## src/rtl/iu_fetch_sequencer_pkg.sv

```systemverilog
// Shared definitions for the instruction-unit fetch sequencer.
//   iu_state_t : sequencer state encoding (also exported on state_out)
//   PCSEL_*    : PC source select codes driven on pc_sel during a redirect
package iu_fetch_sequencer_pkg;

    typedef enum logic [2:0] {
        ST_IDLE     = 3'd0,
        ST_FETCH    = 3'd1,
        ST_LOAD     = 3'd2,
        ST_ISSUE    = 3'd3,
        ST_REDIRECT = 3'd4,
        ST_HALT     = 3'd5
    } iu_state_t;

    localparam logic [1:0] PCSEL_REL  = 2'b00;
    localparam logic [1:0] PCSEL_JMP  = 2'b01;
    localparam logic [1:0] PCSEL_REG  = 2'b10;
    localparam logic [1:0] PCSEL_JMP8 = 2'b11;

endpackage

```

## src/rtl/iu_wait_timer.sv

```systemverilog
// Instruction-memory read wait timer.
//   clk, reset : clock, asynchronous active-low reset
//   clear      : synchronous clear (dominates enable)
//   enable     : advance the count by one
//   done       : count has reached IM_WAIT
module iu_wait_timer #(
    parameter int unsigned IM_WAIT = 1
) (
    input  logic clk,
    input  logic reset,
    input  logic clear,
    input  logic enable,
    output logic done
);

    localparam logic [3:0] WAIT_LIM = 4'(IM_WAIT);

    logic [3:0] cnt;

    always_ff @(posedge clk or negedge reset) begin
        if (!reset) begin
            cnt <= '0;
        end else if (clear) begin
            cnt <= '0;
        end else if (enable) begin
            cnt <= cnt + 4'd1;
        end
    end

    assign done = (cnt == WAIT_LIM);

endmodule

```

## src/rtl/iu_fetch_sequencer.sv

```systemverilog
// Instruction-unit fetch sequencer: steps PC / instruction memory / IR through
// FETCH -> LOAD -> ISSUE and applies PC redirects requested by execute.
//   clk, reset           : clock, asynchronous active-low reset
//   go, halt             : start/resume, stop after current instruction/redirect
//   ir_ack               : consumer has taken the instruction in IR
//   br_req, br_sel       : redirect request and PC source (held until br_ack)
//   pc_sel/pc_ld/pc_inc  : PC controls
//   im_cs/im_rd/im_wr    : instruction memory controls (im_wr tied low)
//   ir_ld, ir_valid      : IR load strobe, IR holds an unconsumed instruction
//   br_ack               : one-cycle redirect-applied pulse
//   busy, fetch_cnt      : activity flag, instructions loaded since reset
//   state_out            : current state encoding
module iu_fetch_sequencer
    import iu_fetch_sequencer_pkg::*;
#(
    parameter int unsigned IM_WAIT = 1,
    parameter int unsigned CNT_W   = 32
) (
    input  logic             clk,
    input  logic             reset,
    input  logic             go,
    input  logic             halt,
    input  logic             ir_ack,
    input  logic             br_req,
    input  logic [1:0]       br_sel,
    output logic [1:0]       pc_sel,
    output logic             pc_ld,
    output logic             pc_inc,
    output logic             im_cs,
    output logic             im_rd,
    output logic             im_wr,
    output logic             ir_ld,
    output logic             ir_valid,
    output logic             br_ack,
    output logic             busy,
    output logic [CNT_W-1:0] fetch_cnt,
    output logic [2:0]       state_out
);

    iu_state_t  state, state_nxt;
    logic [1:0] br_sel_q;
    logic       tmr_done;
    logic       issue_ack;

    // Counter runs only while in FETCH and restarts on the cycle it expires,
    // so every FETCH visit lasts exactly IM_WAIT+1 cycles.
    iu_wait_timer #(
        .IM_WAIT (IM_WAIT)
    ) u_wait_timer (
        .clk    (clk),
        .reset  (reset),
        .clear  (tmr_done || (state != ST_FETCH)),
        .enable (state == ST_FETCH),
        .done   (tmr_done)
    );

    assign issue_ack = (state == ST_ISSUE) && ir_ack;

    always_ff @(posedge clk or negedge reset) begin
        if (!reset) begin
            state     <= ST_IDLE;
            br_sel_q  <= PCSEL_REL;
            fetch_cnt <= '0;
        end else begin
            state <= state_nxt;
            if (issue_ack && br_req) begin
                br_sel_q <= br_sel;
            end
            if (state == ST_LOAD) begin
                fetch_cnt <= fetch_cnt + 1'b1;
            end
        end
    end

    always_comb begin
        state_nxt = state;
        case (state)
            ST_IDLE, ST_HALT: begin
                if (go && !halt) state_nxt = ST_FETCH;
            end
            ST_FETCH: begin
                if (tmr_done) state_nxt = ST_LOAD;
            end
            ST_LOAD: begin
                state_nxt = ST_ISSUE;
            end
            ST_ISSUE: begin
                // Redirect wins over halt; halt is re-examined at REDIRECT.
                if (ir_ack) begin
                    if (br_req)    state_nxt = ST_REDIRECT;
                    else if (halt) state_nxt = ST_HALT;
                    else           state_nxt = ST_FETCH;
                end
            end
            ST_REDIRECT: begin
                state_nxt = halt ? ST_HALT : ST_FETCH;
            end
            default: begin
                state_nxt = ST_IDLE;
            end
        endcase
    end

    // Moore decode of the state register: no input reaches an output
    // combinationally, and reset forces every strobe low immediately.
    always_comb begin
        pc_sel   = PCSEL_REL;
        pc_ld    = 1'b0;
        pc_inc   = 1'b0;
        im_cs    = 1'b0;
        im_rd    = 1'b0;
        ir_ld    = 1'b0;
        ir_valid = 1'b0;
        br_ack   = 1'b0;
        busy     = 1'b0;
        case (state)
            ST_FETCH: begin
                im_cs = 1'b1;
                im_rd = 1'b1;
                busy  = 1'b1;
            end
            ST_LOAD: begin
                im_cs  = 1'b1;
                im_rd  = 1'b1;
                ir_ld  = 1'b1;
                pc_inc = 1'b1;
                busy   = 1'b1;
            end
            ST_ISSUE: begin
                ir_valid = 1'b1;
                busy     = 1'b1;
            end
            ST_REDIRECT: begin
                pc_ld  = 1'b1;
                pc_sel = br_sel_q;
                br_ack = 1'b1;
                busy   = 1'b1;
            end
            default: begin
            end
        endcase
    end

    assign im_wr     = 1'b0;
    assign state_out = state;

endmodule

```

## config.mk

```make
export PLATFORM = sky130hd
export DESIGN_NAME = iu_fetch_sequencer
export DESIGN_NICKNAME = d
export VERILOG_FILES = /design/src/rtl/iu_fetch_sequencer_pkg.sv /design/src/rtl/iu_wait_timer.sv /design/src/rtl/iu_fetch_sequencer.sv
export SDC_FILE = /design/constraint.sdc
export NUM_CORES = 1
export LEC_CHECK = 0
export BUFFER_PORTS_ARGS = -buffer_cell sky130_fd_sc_hd__buf_2
export CAP_MARGIN = 20
export CORE_ASPECT_RATIO = 2
export CORE_MARGIN = 4
export CORE_UTILIZATION = 52
export CTS_CLUSTER_DIAMETER = 60
export CTS_CLUSTER_SIZE = 14
export DETAILED_ROUTE_END_ITERATION = 16
export HOLD_SLACK_MARGIN = 0.02
export PLACE_DENSITY = 0.79
export REMOVE_ABC_BUFFERS = 1
export SLEW_MARGIN = 20
export SYNTH_ARGS = -nofsm -noshare
export SYNTH_HDL_FRONTEND = slang
export SYNTH_SLANG_ARGS = --single-unit
```

## constraint.sdc

```tcl
create_clock -name clk -period 1.8 [get_ports clk]
set_input_delay 0 -clock clk [delete_from_list [all_inputs] [get_ports clk]]
set_output_delay 0 -clock clk [all_outputs]
set_load 0.02 [all_outputs]
```

==> metrics, run 1 <==
TritonCTS Buffers=5; Clock Sinks=41; fraction of the yosys area taken by sequential cells=49.9%; data arrival time of the worst path=1.89 ns; global routing usage summed across all routing layers=21.5%; length in cells of the worst reg-to-reg path=4; worst slew margin relative to its limit=65.2%; worst setup path category=flop to flop; Async S/R FF share, synth=100%; core outline area=3840 um2; layout cell share with drive strength beyond 1=35.1%; CTS tree=built; IR drop worst, VDD=1.06 mV; number of iterations in the first detailed-routing pass=4; Layout Cell Area excl Fill=2660 um2; pin count of the biggest net entering global routing=42; vias after detailed routing=1746; Hold Slack=0.0517 ns; insertion delay to the later sink of the worst-skew pair=0.29 ns; Final Cycle Share=92.8%; critical path data required time=2.02 ns; Final GP Congestion=0.823; setup slack on the worst flop-to-flop path=0.13 ns; die span in y=96.9 um; end point of the worst hold path=state_out[1]$_DFFE_PN0P_; element type at the critical path end=flop; start of the worst register-to-register path=fetch_cnt[5]$_DFFE_PN0P_; most frequent cells in the layout=sky130_fd_sc_hd__buf_2 (52), sky130_fd_sc_hd__dfrtp_1 (40), sky130_fd_sc_hd__xor2_1 (24); flop and latch count out of synthesis=41; top flip-flop cell by instance count after synthesis=sky130_fd_sc_hd__dfrtp_1; shortest clock period the worst path allows after layout=1.67 ns; Vias per Instance=5.53; CTS Buffer Depth=2; vias in the first global route=1874; growth of design area from synthesis to finish=29.2%; number of instances in the synthesized netlist=191; total of buffers placed on input and output ports=52; Area after DPL=2450 um2; Switch Pwr=1.16 mW; I/O pin count=54; max-cap violation count=0; initial antenna violation count=0; die area=5080 um2; Hold Crit Depth=4; horizontal extent of the die=52.5 um; RSZ-0062 raised after global routing=false; Worst Max-Slew Pin Slew=0.522 ns; final number of setup-violating endpoints=0; Switching Share=35.9%; Final Max Slew Viols=0; critical path startpoint category=flop; final core utilization=69.1%; final hold violation count=0; Netlist Area Pre-Place=2060 um2; HP Start=ir_ack; number of core rows=32; share of total power in sequential cells=36.0%; number of instances in the placed design=303; Comb power frac=37.0%; average wire length per cell after detail routing=15.6 um; top fanout value on the critical path=7; Net count, final=275; Total Wirelength=4940 um; DPL Wire Length=3700 um; number of diodes=0; Int Power=2.07 mW; number of flops mapped to enable cells by yosys=0; number of fill cells=330; status=completed; overall power after layout=3.22 mW; kind of path behind the tightest hold check=input port to flop; Initial Utilization=53.5%; non-filler instance count after layout=316; number of DRC markers in iteration 0=22; clock root buffer master=sky130_fd_sc_hd__clkbuf_8; depth of the CTS H-tree=2; clock slew seen by the registers of the worst setup and hold paths=0.08 ns; worst setup skew after layout=0.00977 ns; count of yosys warnings during synthesis=0; drt drc=0; clock network power share=27.0%; number of distinct library cells after synthesis=36; most frequent standard cell in the layout excluding fill and tap cells=sky130_fd_sc_hd__buf_2; end of the worst register-to-register path=fetch_cnt[27]$_DFFE_PN0P_; post-route ant nets=0; Peak Freq=598 MHz; first-pass GRT wire length=8420 um; synthesized area per cell=10.8 um2; leftover overflow at the end of global routing=0; Leak=1.41 nW; Pwr Density=1210 nW/um2
==> worst max-delay path, stage by stage, from the launching register on <==
cell and delay, ns:
sky130_fd_sc_hd__dfrtp_1 0.47, sky130_fd_sc_hd__nand3_2 0.19, sky130_fd_sc_hd__or4_1 0.58, sky130_fd_sc_hd__nor4_2 0.20
sky130_fd_sc_hd__xor2_1 0.16
==> power by group through the flow <==
stage          Combinational (mW)  Sequential, mW  Clock, mW
2_1_floorplan               0.552            1.32          0
3_3_place_gp                 1.14            1.17          0
3_5_place_dp                 1.18            1.18          0
4_1_cts                      1.19            1.16      0.884
5_1_grt                      1.31            1.18      0.914
6_report                     1.19            1.16      0.870
==> stage by stage <==
stage | setup TNS (ns) | setup WS, ns
after detailed placement | 0 | 0.0715
after CTS | 0 | 0.0395
final | 0 | 0.129
after floorplan | -7.99 | -0.453
after global routing | 0 | 0.000598
after global placement | 0 | 0.0830
==> per-layer routing <==
layer,wire (um),GRT usage [%]
met1,1750,21.4
met2,2820,39.9
met3,226,3.70
met4,136,9.84
met5,0,0
==> registers in the layout, indices dropped and copies added (netlist names) <==
| name | flops |
|---|---|
| br_sel_q | 2 |
| fetch_cnt | 32 |
| state_out | 3 |
| u_wait_timer.cnt | 4 |
==> logic make-up (layout without fill, tap and decap cells) <==
| group | count (synthesis) | count (layout) | share of synthesized area, % |
|---|---|---|---|
| simple gates | 90 | 90 | 26.1 |
| flops | 41 | 41 | 49.9 |
| xor+xnor | 35 | 35 | 14.9 |
| buf+inv | 12 | 86 | 3.47 |
| compound gates | 6 | 6 | 2.01 |
| fa+ha+maj | 3 | 3 | 1.83 |
| mux | 3 | 3 | 1.64 |
| other cells | 1 | 1 | 0.182 |
==> cells in the mapped netlist (2+ instances only) <==
master / number / area [um2]
sky130_fd_sc_hd__buf_2: 3 / 15.0
sky130_fd_sc_hd__xor2_1: 24 / 210
sky130_fd_sc_hd__nor4b_1: 2 / 17.5
sky130_fd_sc_hd__nor3_1: 5 / 25.0
sky130_fd_sc_hd__nand3_1: 11 / 55.1
sky130_fd_sc_hd__and3_1: 5 / 31.3
sky130_fd_sc_hd__inv_1: 3 / 11.3
sky130_fd_sc_hd__a21oi_1: 2 / 10.0
sky130_fd_sc_hd__nand4_1: 9 / 56.3
sky130_fd_sc_hd__nor2b_1: 2 / 12.5
sky130_fd_sc_hd__and4_1: 5 / 43.8
sky130_fd_sc_hd__nand2_1: 17 / 63.8
sky130_fd_sc_hd__mux2_2: 3 / 33.8
sky130_fd_sc_hd__buf_4: 4 / 30.0
sky130_fd_sc_hd__nor4_1: 12 / 75.1
sky130_fd_sc_hd__ha_1: 3 / 37.5
sky130_fd_sc_hd__xnor2_1: 11 / 96.3
sky130_fd_sc_hd__or2_2: 3 / 18.8
sky130_fd_sc_hd__nor2_1: 10 / 37.5
sky130_fd_sc_hd__dfrtp_1: 41 / 1030
==> layout make-up <==
type,count,area (um2),share of cell area [%]
inverters,3,11.3,0.424
clock buffers,5,68.8,2.59
well taps,51,63.8,2.40
repair buffers,75,443,16.7
multi-input cells,138,976,36.8
clock inverters,3,65.1,2.45
flip-flops and latches,41,1030,38.7
==> worst max path at each step <==
stage	start	end	slack, ns	depth (start not counted)
2_1_floorplan	state_out[0]$_DFFE_PN0P_	fetch_cnt[30]$_DFFE_PN0P_	-0.45	4
6_report	fetch_cnt[5]$_DFFE_PN0P_	fetch_cnt[27]$_DFFE_PN0P_	0.13	4
3_3_place_gp	fetch_cnt[1]$_DFFE_PN0P_	fetch_cnt[30]$_DFFE_PN0P_	0.08	5
3_5_place_dp	fetch_cnt[1]$_DFFE_PN0P_	fetch_cnt[30]$_DFFE_PN0P_	0.07	5
5_1_grt	fetch_cnt[8]$_DFFE_PN0P_	fetch_cnt[29]$_DFFE_PN0P_	0.0006	5
4_1_cts	fetch_cnt[1]$_DFFE_PN0P_	fetch_cnt[26]$_DFFE_PN0P_	0.04	5
==> timing repair <==
item,4_1_cts,5_1_grt
setup buffers,0,1
hold endpoints to repair,43,1
resized for setup,0,4
endpoints found under the setup margin,0,7
hold buffers,3,1
(Power assumes the default switching activity.)
==> run 2, diff against run 1 <==
--- a/config.mk
+++ b/config.mk
@@ -5,11 +5,12 @@
 export SDC_FILE = /design/constraint.sdc
 export NUM_CORES = 1
 export LEC_CHECK = 0
+export ABC_AREA = 1
 export BUFFER_PORTS_ARGS = -buffer_cell sky130_fd_sc_hd__buf_2
 export CAP_MARGIN = 20
 export CORE_ASPECT_RATIO = 2
 export CORE_MARGIN = 4
-export CORE_UTILIZATION = 52
+export CORE_UTILIZATION = 53
 export CTS_CLUSTER_DIAMETER = 60
 export CTS_CLUSTER_SIZE = 14
 export DETAILED_ROUTE_END_ITERATION = 16
==> metrics, run 2 <==
Max Used Layer=met4 (unchanged); total of buffers placed on input and output ports=52 (unchanged); cell repeated most along the worst path=sky130_fd_sc_hd__nand3_1; fraction of the yosys area taken by sequential cells=45.1% (was 49.9%); library cell with the largest summed area after synthesis=sky130_fd_sc_hd__dfrtp_1 (unchanged); Pwr Density=988 nW/um2 (was 1210 nW/um2); register ranked first by flip-flop count=fetch_cnt (unchanged); CTS tree=built (unchanged); final hold violation count=0 (unchanged); Hold Crit Depth=3 (was 4); max-cap violation count=0 (unchanged); horizontal extent of the die=54.3 um (was 52.5 um); routed wl met2=2870 um (was 2820 um); kind of path behind the tightest hold check=input port to flop (unchanged); clock root buffer master=sky130_fd_sc_hd__clkbuf_8 (unchanged); initial antenna violation count=0 (unchanged); DPL Wire Length=4050 um (was 3700 um); depth of the CTS H-tree=2 (unchanged); count of yosys warnings during synthesis=0 (unchanged); number of flops mapped to enable cells by yosys=0 (unchanged); Peak Freq=649 MHz (was 598 MHz); vias in the first global route=2035 (was 1874); die area=5470 um2 (was 5080 um2); ranking of synthesized cells by area=sky130_fd_sc_hd__dfrtp_1 (45%), sky130_fd_sc_hd__nand2_1 (12%), sky130_fd_sc_hd__nor2_1 (6.4%) (was sky130_fd_sc_hd__dfrtp_1 (50%), sky130_fd_sc_hd__xor2_1 (10%), sky130_fd_sc_hd__xnor2_1 (4.7%)); status=completed (unchanged); Total Wirelength=5170 um (was 4940 um); CP max-delay cell=sky130_fd_sc_hd__dfrtp_1 (was sky130_fd_sc_hd__or4_1); number of iterations in the first detailed-routing pass=4 (unchanged); top flip-flop cell by instance count after synthesis=sky130_fd_sc_hd__dfrtp_1 (unchanged); Final Max Slew Viols=0 (unchanged); synthesized area per cell=8.04 um2 (was 10.8 um2); clock slew seen by the registers of the worst setup and hold paths=0.08 ns (about the same); Vias per Instance=4.98 (was 5.53); non-filler instance count after layout=395 (was 316); worst setup path category=flop to flop (unchanged); flop and latch count out of synthesis=41 (unchanged); commonest cells in the synthesized netlist=sky130_fd_sc_hd__nand2_1 (74), sky130_fd_sc_hd__dfrtp_1 (41), sky130_fd_sc_hd__nor2_1 (39), sky130_fd_sc_hd__inv_1 (34), sky130_fd_sc_hd__nand3_1 (22) (was sky130_fd_sc_hd__dfrtp_1 (41), sky130_fd_sc_hd__xor2_1 (24), sky130_fd_sc_hd__nand2_1 (17), sky130_fd_sc_hd__nor4_1 (12)); worst slew margin relative to its limit=64.9% (was 65.2%); critical path startpoint category=flop (unchanged); first-pass GRT wire length=9090 um (was 8420 um); critical path data required time=1.97 ns (was 2.02 ns); number of distinct library cells after synthesis=27 (was 36); length in cells of the worst reg-to-reg path=5 (was 4); Netlist Area Pre-Place=2280 um2 (was 2060 um2); number of core rows=33 (was 32); Setup Fix Bufs, Post-CTS=0 (unchanged); Leak=1.43 nW (was 1.41 nW); number of diodes=0 (unchanged); CTS Buffer Depth=2 (unchanged); fraction of post-synthesis cell area in the top cell type by area=45.1% (was 49.9%); shortest clock period the worst path allows after layout=1.54 ns (was 1.67 ns); Worst Max-Slew Pin Slew=0.526 ns (was 0.522 ns); global routing usage summed across all routing layers=22.1% (was 21.5%); layout cell share with drive strength beyond 1=23.3% (was 35.1%); number of instances in the synthesized netlist=283 (was 191); critical-path cell list=inv_1 -> nand3_1 -> nor2_1 -> nand3_1 -> xor2_1 (was nand3_2 -> or4_1 -> nor4_2 -> xor2_1); number of DRC markers in iteration 0=51 (was 22); Net count, final=353 (was 275); most frequent standard cell in the layout excluding fill and tap cells=sky130_fd_sc_hd__nand2_1 (was sky130_fd_sc_hd__buf_2); most numerous cell in the Yosys netlist=sky130_fd_sc_hd__nand2_1 (was sky130_fd_sc_hd__dfrtp_1); metal3 WL=258 um (was 226 um); TritonCTS Buffers=5 (unchanged); max FFs per register=32 (unchanged); worst stage delay on the critical path=0.49 ns (was 0.58 ns); post-route ant nets=0 (unchanged); most frequent cells in the layout=sky130_fd_sc_hd__nand2_1 (74), sky130_fd_sc_hd__buf_2 (52), sky130_fd_sc_hd__dfrtp_1 (41) (was sky130_fd_sc_hd__buf_2 (52), sky130_fd_sc_hd__dfrtp_1 (40), sky130_fd_sc_hd__xor2_1 (24)); Met1 Wirelength=1870 um (was 1750 um); IR drop worst, VDD=0.872 mV (was 1.06 mV); Final Cycle Share=85.6% (was 92.8%); top fanout value on the critical path=6 (was 7); pin count of the biggest net entering global routing=42 (unchanged); vias after detailed routing=1966 (was 1746); leftover overflow at the end of global routing=0 (unchanged); Final GP Congestion=0.877 (was 0.823); core outline area=4130 um2 (was 3840 um2); number of fill cells=405 (was 330); average wire length per cell after detail routing=13.1 um (was 15.6 um); RSZ-0062 raised after global routing=false (unchanged); number of instances in the placed design=384 (was 303); Clock Sinks=41 (unchanged); worst setup skew after layout=0.00630 ns (was 0.00977 ns); insertion delay to the later sink of the worst-skew pair=0.29 ns (about the same); Initial Utilization=55.1% (was 53.5%); die span in y=101 um (was 96.9 um); growth of design area from synthesis to finish=18.3% (was 29.2%); drt drc=0 (unchanged); summed negative setup slack over all endpoints=0 ns (unchanged); final number of setup-violating endpoints=0 (unchanged); I/O pin count=54 (unchanged); Async S/R FF share, synth=100% (unchanged); element type at the critical path end=flop (unchanged); data arrival time of the worst path=1.71 ns (was 1.89 ns)
-- run 2: cell count changes in the layout (fill, tap and decap cells not counted), sizes merged, moves of 3 or more --
| cell | previous run | this run |
|---|---|---|
| nor4 | 12 | 0 |
| buf | 71 | 53 |
| nand3 | 12 | 26 |
| xor2 | 24 | 11 |
| and3 | 5 | 0 |
| nand4 | 10 | 7 |
| mux2 | 3 | 0 |
| o21ai | 1 | 9 |
| nand2 | 17 | 78 |
| inv | 3 | 35 |
| nor2 | 10 | 47 |
| and4 | 5 | 0 |
-- run 2: path summary, 6_finish.rpt --
check                                                 from                               to  slack [ns]
setup / recovery                  state_out[0]$_DFFE_PN0P_         fetch_cnt[4]$_DFFE_PN0P_        0.26
hold / removal                                      ir_ack         state_out[1]$_DFFE_PN0P_        0.03
setup reg to reg                  state_out[0]$_DFFE_PN0P_         fetch_cnt[4]$_DFFE_PN0P_        0.26
hold reg to reg            u_wait_timer.cnt[0]$_DFFE_PN0P_  u_wait_timer.cnt[0]$_DFFE_PN0P_        0.50
max in group asynchronous                            reset        fetch_cnt[25]$_DFFE_PN0P_        1.14
min in group asynchronous                            reset         fetch_cnt[8]$_DFFE_PN0P_        0.29
-- run 2: area by class of cell --
cell class,instances,area [um2],area share (%)
multi-input combinational,203,1090,40.4
sequential,41,1030,38.1
timing repair buffer,56,298,11.1
inverter,35,131,4.88
clock buffer,6,72.6,2.70
tap,52,65.1,2.42
clock inverter,2,10.0,0.372
-- run 2: kinds of logic after synthesis --
| group | count (synthesis) | share of synthesized area, % |
|---|---|---|
| other | 1 | 0.165 |
| AND/OR/NAND/NOR | 166 | 35.2 |
| adder cells (fa/ha/maj) | 3 | 1.65 |
| AO/OA/AOI/OAI | 12 | 2.75 |
| XOR/XNOR | 21 | 8.08 |
| buffers and inverters | 39 | 7.09 |
| flip-flops | 41 | 45.1 |
-- run 2: power breakdown --
| part | internal [mW] | leakage (nW) | total [mW] | switching, mW |
|---|---|---|---|---|
| combinational | 0.292 | 0.833 | 0.899 | 0.607 |
| clock | 0.269 | 0.0450 | 0.580 | 0.311 |
| sequential | 1.03 | 0.555 | 1.18 | 0.147 |
| total | 1.59 | 1.43 | 2.66 | 1.07 |
-- run 2: stage by stage --
stage          instance area, um2  worst slack, ns  hold WS, ns  utilization [%]  power [mW]
6_report                     2690            0.260       0.0284             65.2        2.66
5_1_grt                      2690           0.0968       0.0480             65.2        2.85
4_1_cts                      2690            0.255       0.0341             65.2        2.69
3_5_place_dp                 2580            0.267       0.0961             62.5        2.09
3_3_place_gp                 2580            0.314       0.0938             62.5        2.07
2_1_floorplan                2250            0.252       -0.296                -        1.79
-- run 2: critical path, delay by kind of cell (launching register included) --
kind	cells	cell delay, ns
simple gates	3	0.63
xor+xnor	1	0.16
buf+inv	1	0.13
flops	1	0.49
-- run 2: routing by layer --
metal / track usage, % / vias up
met5: 0 / -
met4: 10.9 / 0
met3: 4.74 / 13
met2: 38.3 / 53
met1: 23.9 / 904
li1: - / 996
-- run 2: repair_timing --
action / 4_1_cts / 5_1_grt
hold buffers: 3 / 0
endpoints found under the hold margin: 43 / 0
gates resized for setup: 0 / 0
==> run 3, diff against run 2 <==
--- a/config.mk
+++ b/config.mk
@@ -8,7 +8,6 @@
 export ABC_AREA = 1
 export BUFFER_PORTS_ARGS = -buffer_cell sky130_fd_sc_hd__buf_2
 export CAP_MARGIN = 20
-export CORE_ASPECT_RATIO = 2
 export CORE_MARGIN = 4
 export CORE_UTILIZATION = 53
 export CTS_CLUSTER_DIAMETER = 60
==> metrics, run 3 (same netlist as run 2, synthesis figures left out) <==
status=completed (unchanged); shortest clock period the worst path allows after layout=1.59 ns (was 1.54 ns); RSZ-0062 raised after global routing=false (unchanged); Pwr Density=1010 nW/um2 (was 988 nW/um2); clock root buffer master=sky130_fd_sc_hd__clkbuf_8 (unchanged); depth of the CTS H-tree=2 (unchanged); growth of design area from synthesis to finish=19.3% (was 18.3%); clock slew seen by the registers of the worst setup and hold paths=0.08 ns (about the same); CTS Buffer Depth=2 (unchanged); DPL Wire Length=3980 um (was 4050 um); element type at the critical path end=flop (unchanged); register ranked first by flip-flop count=fetch_cnt (unchanged); drt drc=0 (unchanged); top fanout value on the critical path=6 (unchanged); data arrival time of the worst path=1.78 ns (was 1.71 ns); Final Cycle Share=88.6% (was 85.6%); average wire length per cell after detail routing=12.9 um (was 13.1 um); Final GP Congestion=0.903 (was 0.877); worst setup skew after layout=0.0110 ns (was 0.00630 ns); length in cells of the worst reg-to-reg path=6 (was 5); worst slew margin relative to its limit=64.4% (was 64.9%); critical path data required time=1.98 ns (was 1.97 ns); vias in the first global route=1941 (was 2035); insertion delay to the later sink of the worst-skew pair=0.30 ns (was 0.29 ns); Worst Max-Slew Pin Slew=0.534 ns (was 0.526 ns); Net count, final=354 (was 353); TritonCTS Buffers=5 (unchanged); number of DRC markers in iteration 0=103 (was 51); Clock Sinks=41 (unchanged); first-pass GRT wire length=8510 um (was 9090 um); Total Wirelength=5080 um (was 5170 um); Peak Freq=627 MHz (was 649 MHz); setup slack on the worst flop-to-flop path=0.21 ns (was 0.26 ns); max-cap violation count=0 (unchanged); number of iterations in the first detailed-routing pass=4 (unchanged); layout cell share with drive strength beyond 1=23.8% (was 23.3%); final number of setup-violating endpoints=0 (unchanged); end of the worst register-to-register path=fetch_cnt[31]$_DFFE_PN0P_ (was fetch_cnt[4]$_DFFE_PN0P_); Final Max Slew Viols=0 (unchanged); vias after detailed routing=1990 (was 1966); IR drop worst, VDD=0.730 mV (was 0.872 mV); Vias per Instance=5.05 (was 4.98); die span in y=73.5 um (was 101 um); worst stage delay on the critical path=0.50 ns (was 0.49 ns); worst setup path category=flop to flop (unchanged); global routing usage summed across all routing layers=20.3% (was 22.1%); total of buffers placed on input and output ports=52 (unchanged); die area=5410 um2 (was 5470 um2); critical-path cell list=inv_1 -> nand3_1 -> nor3_2 -> nand3_1 -> nand2_1 -> nand2_1 (was inv_1 -> nand3_1 -> nor2_1 -> nand3_1 -> xor2_1); Leak=1.45 nW (was 1.43 nW); core outline area=4090 um2 (was 4130 um2); I/O pin count=54 (unchanged); CP max-delay cell=sky130_fd_sc_hd__dfrtp_1 (unchanged); pin count of the biggest net entering global routing=23 (was 42); end point of the worst hold path=state_out[1]$_DFFE_PN0P_ (unchanged); Hold Crit Depth=3 (unchanged); horizontal extent of the die=73.5 um (was 54.3 um); summed negative setup slack over all endpoints=0 ns (unchanged); final hold violation count=0 (unchanged); Hold Slack=0.0520 ns (was 0.0284 ns); overall power after layout=2.74 mW (was 2.66 mW); worst setup slack after placement=0.237 ns (was 0.267 ns); start of the worst register-to-register path=state_out[0]$_DFFE_PN0P_ (unchanged); final worst-path setup slack=0.206 ns (was 0.260 ns); critical path startpoint category=flop (unchanged); max FFs per register=32 (unchanged); count of buffer and inverter cells on the critical path=1 (unchanged); CTS tree=built (unchanged); number of core rows=23 (was 33); HP Start=ir_ack (unchanged); post-route ant nets=0 (unchanged); most frequent standard cell in the layout excluding fill and tap cells=sky130_fd_sc_hd__nand2_1 (unchanged); leftover overflow at the end of global routing=0 (unchanged); kind of cell adding the most delay to the critical path=simple AND/OR/NAND/NOR gates (unchanged); kind of path behind the tightest hold check=input port to flop (unchanged); number of diodes=0 (unchanged); most frequent cells in the layout=sky130_fd_sc_hd__nand2_1 (74), sky130_fd_sc_hd__buf_2 (52), sky130_fd_sc_hd__dfrtp_1 (41) (unchanged); initial antenna violation count=0 (unchanged); Initial Utilization=55.7% (was 55.1%)
==> run 3: how the worst max path moves through the flow <==
stage | start | to | depth (start not counted)
after global placement | state_out[0]$_DFFE_PN0P_ | fetch_cnt[31]$_DFFE_PN0P_ | 6
after detailed placement | state_out[0]$_DFFE_PN0P_ | fetch_cnt[31]$_DFFE_PN0P_ | 6
after global routing | state_out[0]$_DFFE_PN0P_ | fetch_cnt[31]$_DFFE_PN0P_ | 6
after floorplan | state_out[2]$_DFFE_PN0P_ | fetch_cnt[20]$_DFFE_PN0P_ | 7
after CTS | state_out[0]$_DFFE_PN0P_ | fetch_cnt[31]$_DFFE_PN0P_ | 6
final | state_out[0]$_DFFE_PN0P_ | fetch_cnt[31]$_DFFE_PN0P_ | 6
==> run 3: per-stage QoR <==
step	instances	area (um2)	utilization, %
finish	394	2720	66.4
floorplan	279	2250	-
global route	394	2720	66.4
global placement	383	2580	63.2
CTS	394	2720	66.4
detailed placement	383	2580	63.2
==> run 3: repair_timing <==
item	CTS	global route
endpoints found under the hold margin	22	0
setup endpoints to repair	0	0
gates resized for setup	0	0
buffers inserted	0	0
hold buffers	3	0
==> run 3: area by class of cell <==
| type | instances | area [um2] |
|---|---|---|
| Fill cell | 351 | 1370 |
| Multi-Input combinational cell | 203 | 1090 |
| Timing Repair Buffer | 57 | 305 |
| Tap cell | 50 | 62.6 |
| Clock buffer | 7 | 96.3 |
| Clock inverter | 1 | 5.00 |
| Sequential cell | 41 | 1030 |
| Inverter | 35 | 131 |
==> run 3: worst min-delay path, cell delays in order <==
cell and delay (ns):
sky130_fd_sc_hd__buf_2 0.08, sky130_fd_sc_hd__or2_2 0.12, sky130_fd_sc_hd__o21ai_0 0.08
==> run 3: power breakdown <==
part	internal, mW	switching (mW)	total, mW
Combinational	0.292	0.611	0.903
Clock	0.347	0.317	0.664
Sequential	1.03	0.140	1.17
Total	1.67	1.07	2.74
==> run 3: layer usage <==
layer,global-route usage (%),share of wire [%],vias up
li1,-,-,1008
met2,33.5,49,39
met3,3.69,5.2,6
met5,0,0,-
met1,26.2,45,937
met4,8.05,1.5,0
